File: config.mk
export PLATFORM = sky130hd
export DESIGN_NAME = hazard_ctr
export DESIGN_NICKNAME = d
export VERILOG_FILES = /design/src/rtl/hazard_ctr_pkg.sv /design/src/rtl/hazard_ctr_mdu_busy_timer.sv /design/src/rtl/hazard_ctr.sv
export SDC_FILE = /design/constraint.sdc
export NUM_CORES = 1
export LEC_CHECK = 0
export BUFFER_PORTS_ARGS = -buffer_cell sky130_fd_sc_hd__buf_2
export CELL_PAD_IN_SITES_DETAIL_PLACEMENT = 0
export CELL_PAD_IN_SITES_GLOBAL_PLACEMENT = 1
export CORE_MARGIN = 2
export CORE_UTILIZATION = 39
export CTS_BUF_LIST = sky130_fd_sc_hd__clkbuf_8
export DETAILED_ROUTE_END_ITERATION = 10
export MAX_ROUTING_LAYER = met4
export PLACE_DENSITY = 0.81
export SLEW_MARGIN = 30
export SYNTH_ARGS = -nofsm -noshare
export SYNTH_HDL_FRONTEND = slang
export SYNTH_HIERARCHICAL = 1
export SYNTH_SLANG_ARGS = --single-unit
File: constraint.sdc
create_clock -name clk -period 2.6 [get_ports clk]
set_input_delay 0.26 -clock clk [delete_from_list [all_inputs] [get_ports clk]]
set_output_delay 0.26 -clock clk [all_outputs]
set_load 0.02 [all_outputs]
File: src/rtl/hazard_ctr_pkg.sv
// Shared pipeline definitions for the 5-stage core: register index type,
// NOP encoding and MDU timing defaults used by the interlock controller.
package hazard_ctr_pkg;

  localparam int MDU_LATENCY_DEF = 32;
  localparam int REG_IDX_W       = 5;
  localparam logic [31:0] NOP_INSTR = 32'h0000_0000;

  typedef logic [REG_IDX_W-1:0] reg_idx_t;

  typedef enum logic {
    MDU_IDLE = 1'b0,
    MDU_BUSY = 1'b1
  } mdu_state_t;

endpackage

File: src/rtl/hazard_ctr_mdu_busy_timer.sv
// Countdown of outstanding mult/div latency; mdu_busy comes straight from
// the state register so it has no combinational path from any input.
//
// state    | meaning
// MDU_IDLE | mdu_cnt == 0, HI/LO valid
// MDU_BUSY | mdu_cnt != 0, HI/LO not yet valid
module mdu_busy_timer
  import hazard_ctr_pkg::*;
#(
  parameter int MDU_LATENCY = MDU_LATENCY_DEF
) (
  input  logic clk,
  input  logic rst,
  input  logic issue,
  output logic mdu_busy
);

  localparam int CW = $clog2(MDU_LATENCY + 1);
  localparam logic [CW-1:0] LAT = CW'(MDU_LATENCY);

  mdu_state_t    state;
  logic [CW-1:0] mdu_cnt;

  always_ff @(posedge clk or posedge rst) begin
    if (rst) begin
      state   <= MDU_IDLE;
      mdu_cnt <= '0;
    end else if (issue) begin
      state   <= MDU_BUSY;
      mdu_cnt <= LAT;
    end else if (mdu_cnt != '0) begin
      mdu_cnt <= mdu_cnt - CW'(1);
      if (mdu_cnt == CW'(1)) state <= MDU_IDLE;
    end
  end

  assign mdu_busy = (state == MDU_BUSY);

endmodule

File: src/rtl/hazard_ctr.sv
// Pipeline interlock: load-use and MDU-busy stalls, taken-branch flush,
// plus a saturating stall-cycle statistic.
module hazard_ctr
  import hazard_ctr_pkg::*;
#(
  parameter int MDU_LATENCY = MDU_LATENCY_DEF,
  parameter int CNT_W       = 16
) (
  input  logic             clk,
  input  logic             rst,
  input  reg_idx_t         if_id_rs,
  input  reg_idx_t         if_id_rt,
  input  logic             if_id_use_rs,
  input  logic             if_id_use_rt,
  input  logic             if_id_mdu_read,
  input  logic             if_id_mdu_start,
  input  reg_idx_t         id_ex_rt,
  input  logic             id_ex_memread_flag,
  input  logic             ex_branch_taken,
  input  logic             stall_cnt_clr,
  output logic             pc_write_en,
  output logic             if_id_write_en,
  output logic             if_id_flush,
  output logic             id_ex_bubble,
  output logic             mdu_busy,
  output logic [CNT_W-1:0] stall_cnt
);

  logic lu, mh, flush, stall, issue;

  assign lu = id_ex_memread_flag && (id_ex_rt != '0) &&
              ((if_id_use_rs && (if_id_rs == id_ex_rt)) ||
               (if_id_use_rt && (if_id_rt == id_ex_rt)));
  assign mh    = mdu_busy && (if_id_mdu_read || if_id_mdu_start);
  assign flush = ex_branch_taken;
  assign stall = !flush && (lu || mh);
  // A squashed or stalled mult/div must not start the countdown.
  assign issue = if_id_mdu_start && !stall && !flush;

  mdu_busy_timer #(.MDU_LATENCY(MDU_LATENCY)) u_mdu_timer (
    .clk      (clk),
    .rst      (rst),
    .issue    (issue),
    .mdu_busy (mdu_busy)
  );

  always_comb begin
    pc_write_en    = 1'b1;
    if_id_write_en = 1'b1;
    if_id_flush    = 1'b0;
    id_ex_bubble   = 1'b0;
    if (!rst) begin
      if (flush) begin
        if_id_flush  = 1'b1;
        id_ex_bubble = 1'b1;
      end else if (stall) begin
        pc_write_en    = 1'b0;
        if_id_write_en = 1'b0;
        id_ex_bubble   = 1'b1;
      end
    end
  end

  always_ff @(posedge clk or posedge rst) begin
    if (rst) begin
      stall_cnt <= '0;
    end else if (stall_cnt_clr) begin
      stall_cnt <= '0;
    end else if (stall && (stall_cnt != '1)) begin
      stall_cnt <= stall_cnt + CNT_W'(1);
    end
  end

endmodule

==> flow_summary_export.csv <==
group,metric,value,unit
clock_network,clkTransAtPathRegs,80,ps
power,sequentialPowerShare,0.425,
critical_path,r2r_slack,420,ps
clock_network,cts_root_buf,"clkbuf_8",
clock_network,htreeDepth,1,
status,status,"finished, final reports clean",
detailed_routing,drt-total-wl,3470,um
power,clockPowerShare,0.189,
critical_path,crit_type,"reg -> reg",
power,power,1.14,mW
clock_network,clk_latency,260,ps
yosys,synth_cell_types,45,
power,p_per_area,623,nW/um2
detailed_routing,firstDrtPassIters,4,
global_routing,antenna_found_initial,0,
global_routing,grt_overflow_total,0,
clock_network,cts_setup_buffers,0,
final_layout,antennaDiodeCount,0,
yosys,syn_avg_cell_area,9.52,um2
final_layout,area_growth,21.9,%
placement,portBuffers,44,
power,swShare,0.367,
timing,min_period_over_period,0.840,
critical_path,crit_fanout,10,
yosys,synth_edf_count,0,
clock_network,clk_path_buf_depth,2,
placement,dp_hpwl,2720,um
placement,routabilityCongestion,0.903,
detailed_routing,drt_iter0_markers,68,
power,p_int,0.719,mW
timing,rsz0062_at_grt,"false",
detailed_routing,routedWlPerCell,13.8,um
critical_path,required,2790,ps
global_routing,grt_max_degree,18,
floorplanning,fp-row-count,22,
yosys,yosysSeqAreaShare,0.385,
yosys,synth_warnings,6,
critical_path,cp.arrival,2380,ps
final_layout,drive_above_1_share,0.284,
yosys,synth_area_leaders,"dfrtp_1 38%, xnor2_1 9.4%, nor2_1 3.8%",
timing,slew_headroom,0.644,
floorplanning,start_util,0.408,
floorplanning,coreArea,3660,um2
clock_network,numCtsBuffers,3,
yosys,syn_area,1500,um2
power,peakVddDrop,0.267,mV
floorplanning,dieArea,4340,um2
floorplanning,die_width,65.9,um
detailed_routing,vias,1351,
yosys,async_reset_ff_frac,1.00,
detailed_routing,avgViaCountPerCell,5.36,
clock_network,cts_resized,0,
timing,period_minus_slack,2180,ps
floorplanning,die_y,65.9,um
critical_path,crit_slowest_cell,"a221oi_4",
flow_run,maxCapViolations,0,
global_routing,grt_pass1_wl,5850,um
timing,skew,4.02,ps
timing,setup_violations,0,
critical_path,max_stage_delay,500,ps
worst_hold_path,min_path_type,"in -> reg",
critical_path,crit_path_start_kind,"register",
floorplanning,ios,45,
critical_path,worstPathCellList,"ha_1 > nand2_1 > nor4_2 > a221oi_4 > nand3_2 > or3_1 > a21oi_1",
final_layout,post-route-util,0.498,
timing,finalSetupTns,0,ps
global_routing,track_usage,0.178,
timing,finalHoldViolCount,0,
power,pwr-share-comb,0.386,
yosys,synth_seq_cells,23,
clock_network,cts_sinks,23,
yosys,yosysTopAreaCell,"dfrtp_1",
timing,slew_violations,0,
final_layout,finalNetCount,233,
power,p_switching,0.417,mW
detailed_routing,postRouteAntennaNets,0,
clock_network,tritoncts,"done",
yosys,synthFlopType,"dfrtp_1",
yosys,syn-instance-count,157,
yosys,yosysTopAreaCellShare,0.385,
yosys,syn_nets,185,
detailed_routing,drc,0,
critical_path,end_kind,"register",
timing,max_freq,458,MHz
power,power_leakage,0.838,nW
timing,worst_slew_pin_slew,534,ps
global_routing,grt_pass1_vias,1297,
## cell usage after synthesis (all sizes together) (3+ instances only)
library cell / n
inv: 4
nand4: 7
and3: 6
nor2: 15
nand2: 9
nor3: 3
or3: 3
nand3: 10
o21ai: 7
xor2: 4
a21oi: 8
ha: 4
xnor2: 16
nor2b: 9
dfrtp: 23
## cells by family after synthesis
family,after synthesis,share of synthesized area
multiplexers,2,0.0167
buffers and inverters,7,0.0201
flip-flops,23,0.385
XOR/XNOR,20,0.117
AND/OR/NAND/NOR,76,0.295
adder cells (fa/ha/maj),4,0.0335
AO/OA/AOI/OAI,25,0.132
## through the flow
step / area [um2] / setup slack, ps / hold WS [ps] / instances
3_5_place_dp: 1770 / 327 / 236 / 247
3_3_place_gp: 1770 / 416 / 230 / 247
2_1_floorplan: 1500 / 580 / 63.4 / 157
4_1_cts: 1820 / 443 / 360 / 252
5_1_grt: 1820 / 306 / 392 / 252
6_report: 1820 / 416 / 360 / 252
## path summary, 6_finish.rpt
path                                       from                      to  cells past startpoint
hold / removal                    stall_cnt_clr            stall_cnt[1]                      2
setup reg to reg                   stall_cnt[0]           stall_cnt[12]                      7
max in group asynchronous                   rst            stall_cnt[0]                      4
hold reg to reg            u_mdu_timer/mdu_busy    u_mdu_timer/mdu_busy                      1
min in group asynchronous                   rst  u_mdu_timer/mdu_cnt[2]                      3
setup / recovery                   stall_cnt[0]           stall_cnt[12]                      7
## flip-flops by register name, indices dropped and copies added (netlist names)
name	flops
u_mdu_timer/mdu_busy	1
stall_cnt	16
u_mdu_timer/mdu_cnt	6
## worst max-delay path, delay by kind of cell (launching register included)
kind	cells	cell delay (ps)
AND/OR/NAND/NOR	4	780
AO/OA/AOI/OAI	2	650
flip-flops	1	440
adder cells (fa/ha/maj)	1	250
## routing by layer
layer / global-route usage / vias to the layer above / wire [um]
li1: - / 656 / -
met1: 0.226 / 647 / 1590
met2: 0.287 / 43 / 1590
met3: 0.0324 / 5 / 235
met4: 0.0625 / 0 / 46
met5: - / - / 0
## cell usage in the layout (no fill, tap or decap), drive strengths merged, types with 2 or more instances in the layout
cell	instances
a211oi	2
a21oi	8
and2	2
and3	6
buf	45
clkbuf	3
dfrtp	23
ha	4
inv	5
nand2	9
nand2b	2
nand3	10
nand4	7
nand4b	2
nor2	15
nor2b	9
nor3	3
nor4	2
o21ai	7
or3	3
xnor2	16
xor2	4
## power by group through the flow
stage               Combinational, mW  Sequential, mW  Clock, mW
floorplan                       0.317           0.488          0
global placement                0.420           0.485          0
detailed placement              0.435           0.487          0
CTS                             0.441           0.481      0.222
global route                    0.493           0.493      0.241
finish                          0.438           0.482      0.215
## layout make-up
cell class	count	area (um2)
Inverter	4	15.0
Timing Repair Buffer	46	238
Tap cell	48	60.1
Clock inverter	1	3.75
Sequential cell	23	576
Multi-Input combinational cell	127	890
Clock buffer	3	41.3
Fill cell	370	1840
## repair_timing
item                                    in CTS  in global routing
endpoints found under the hold margin        7                  0
endpoints found under the setup margin       0                  0
hold buffers                                 1                  0
Note: power is estimated with default switching activity, not from simulation.
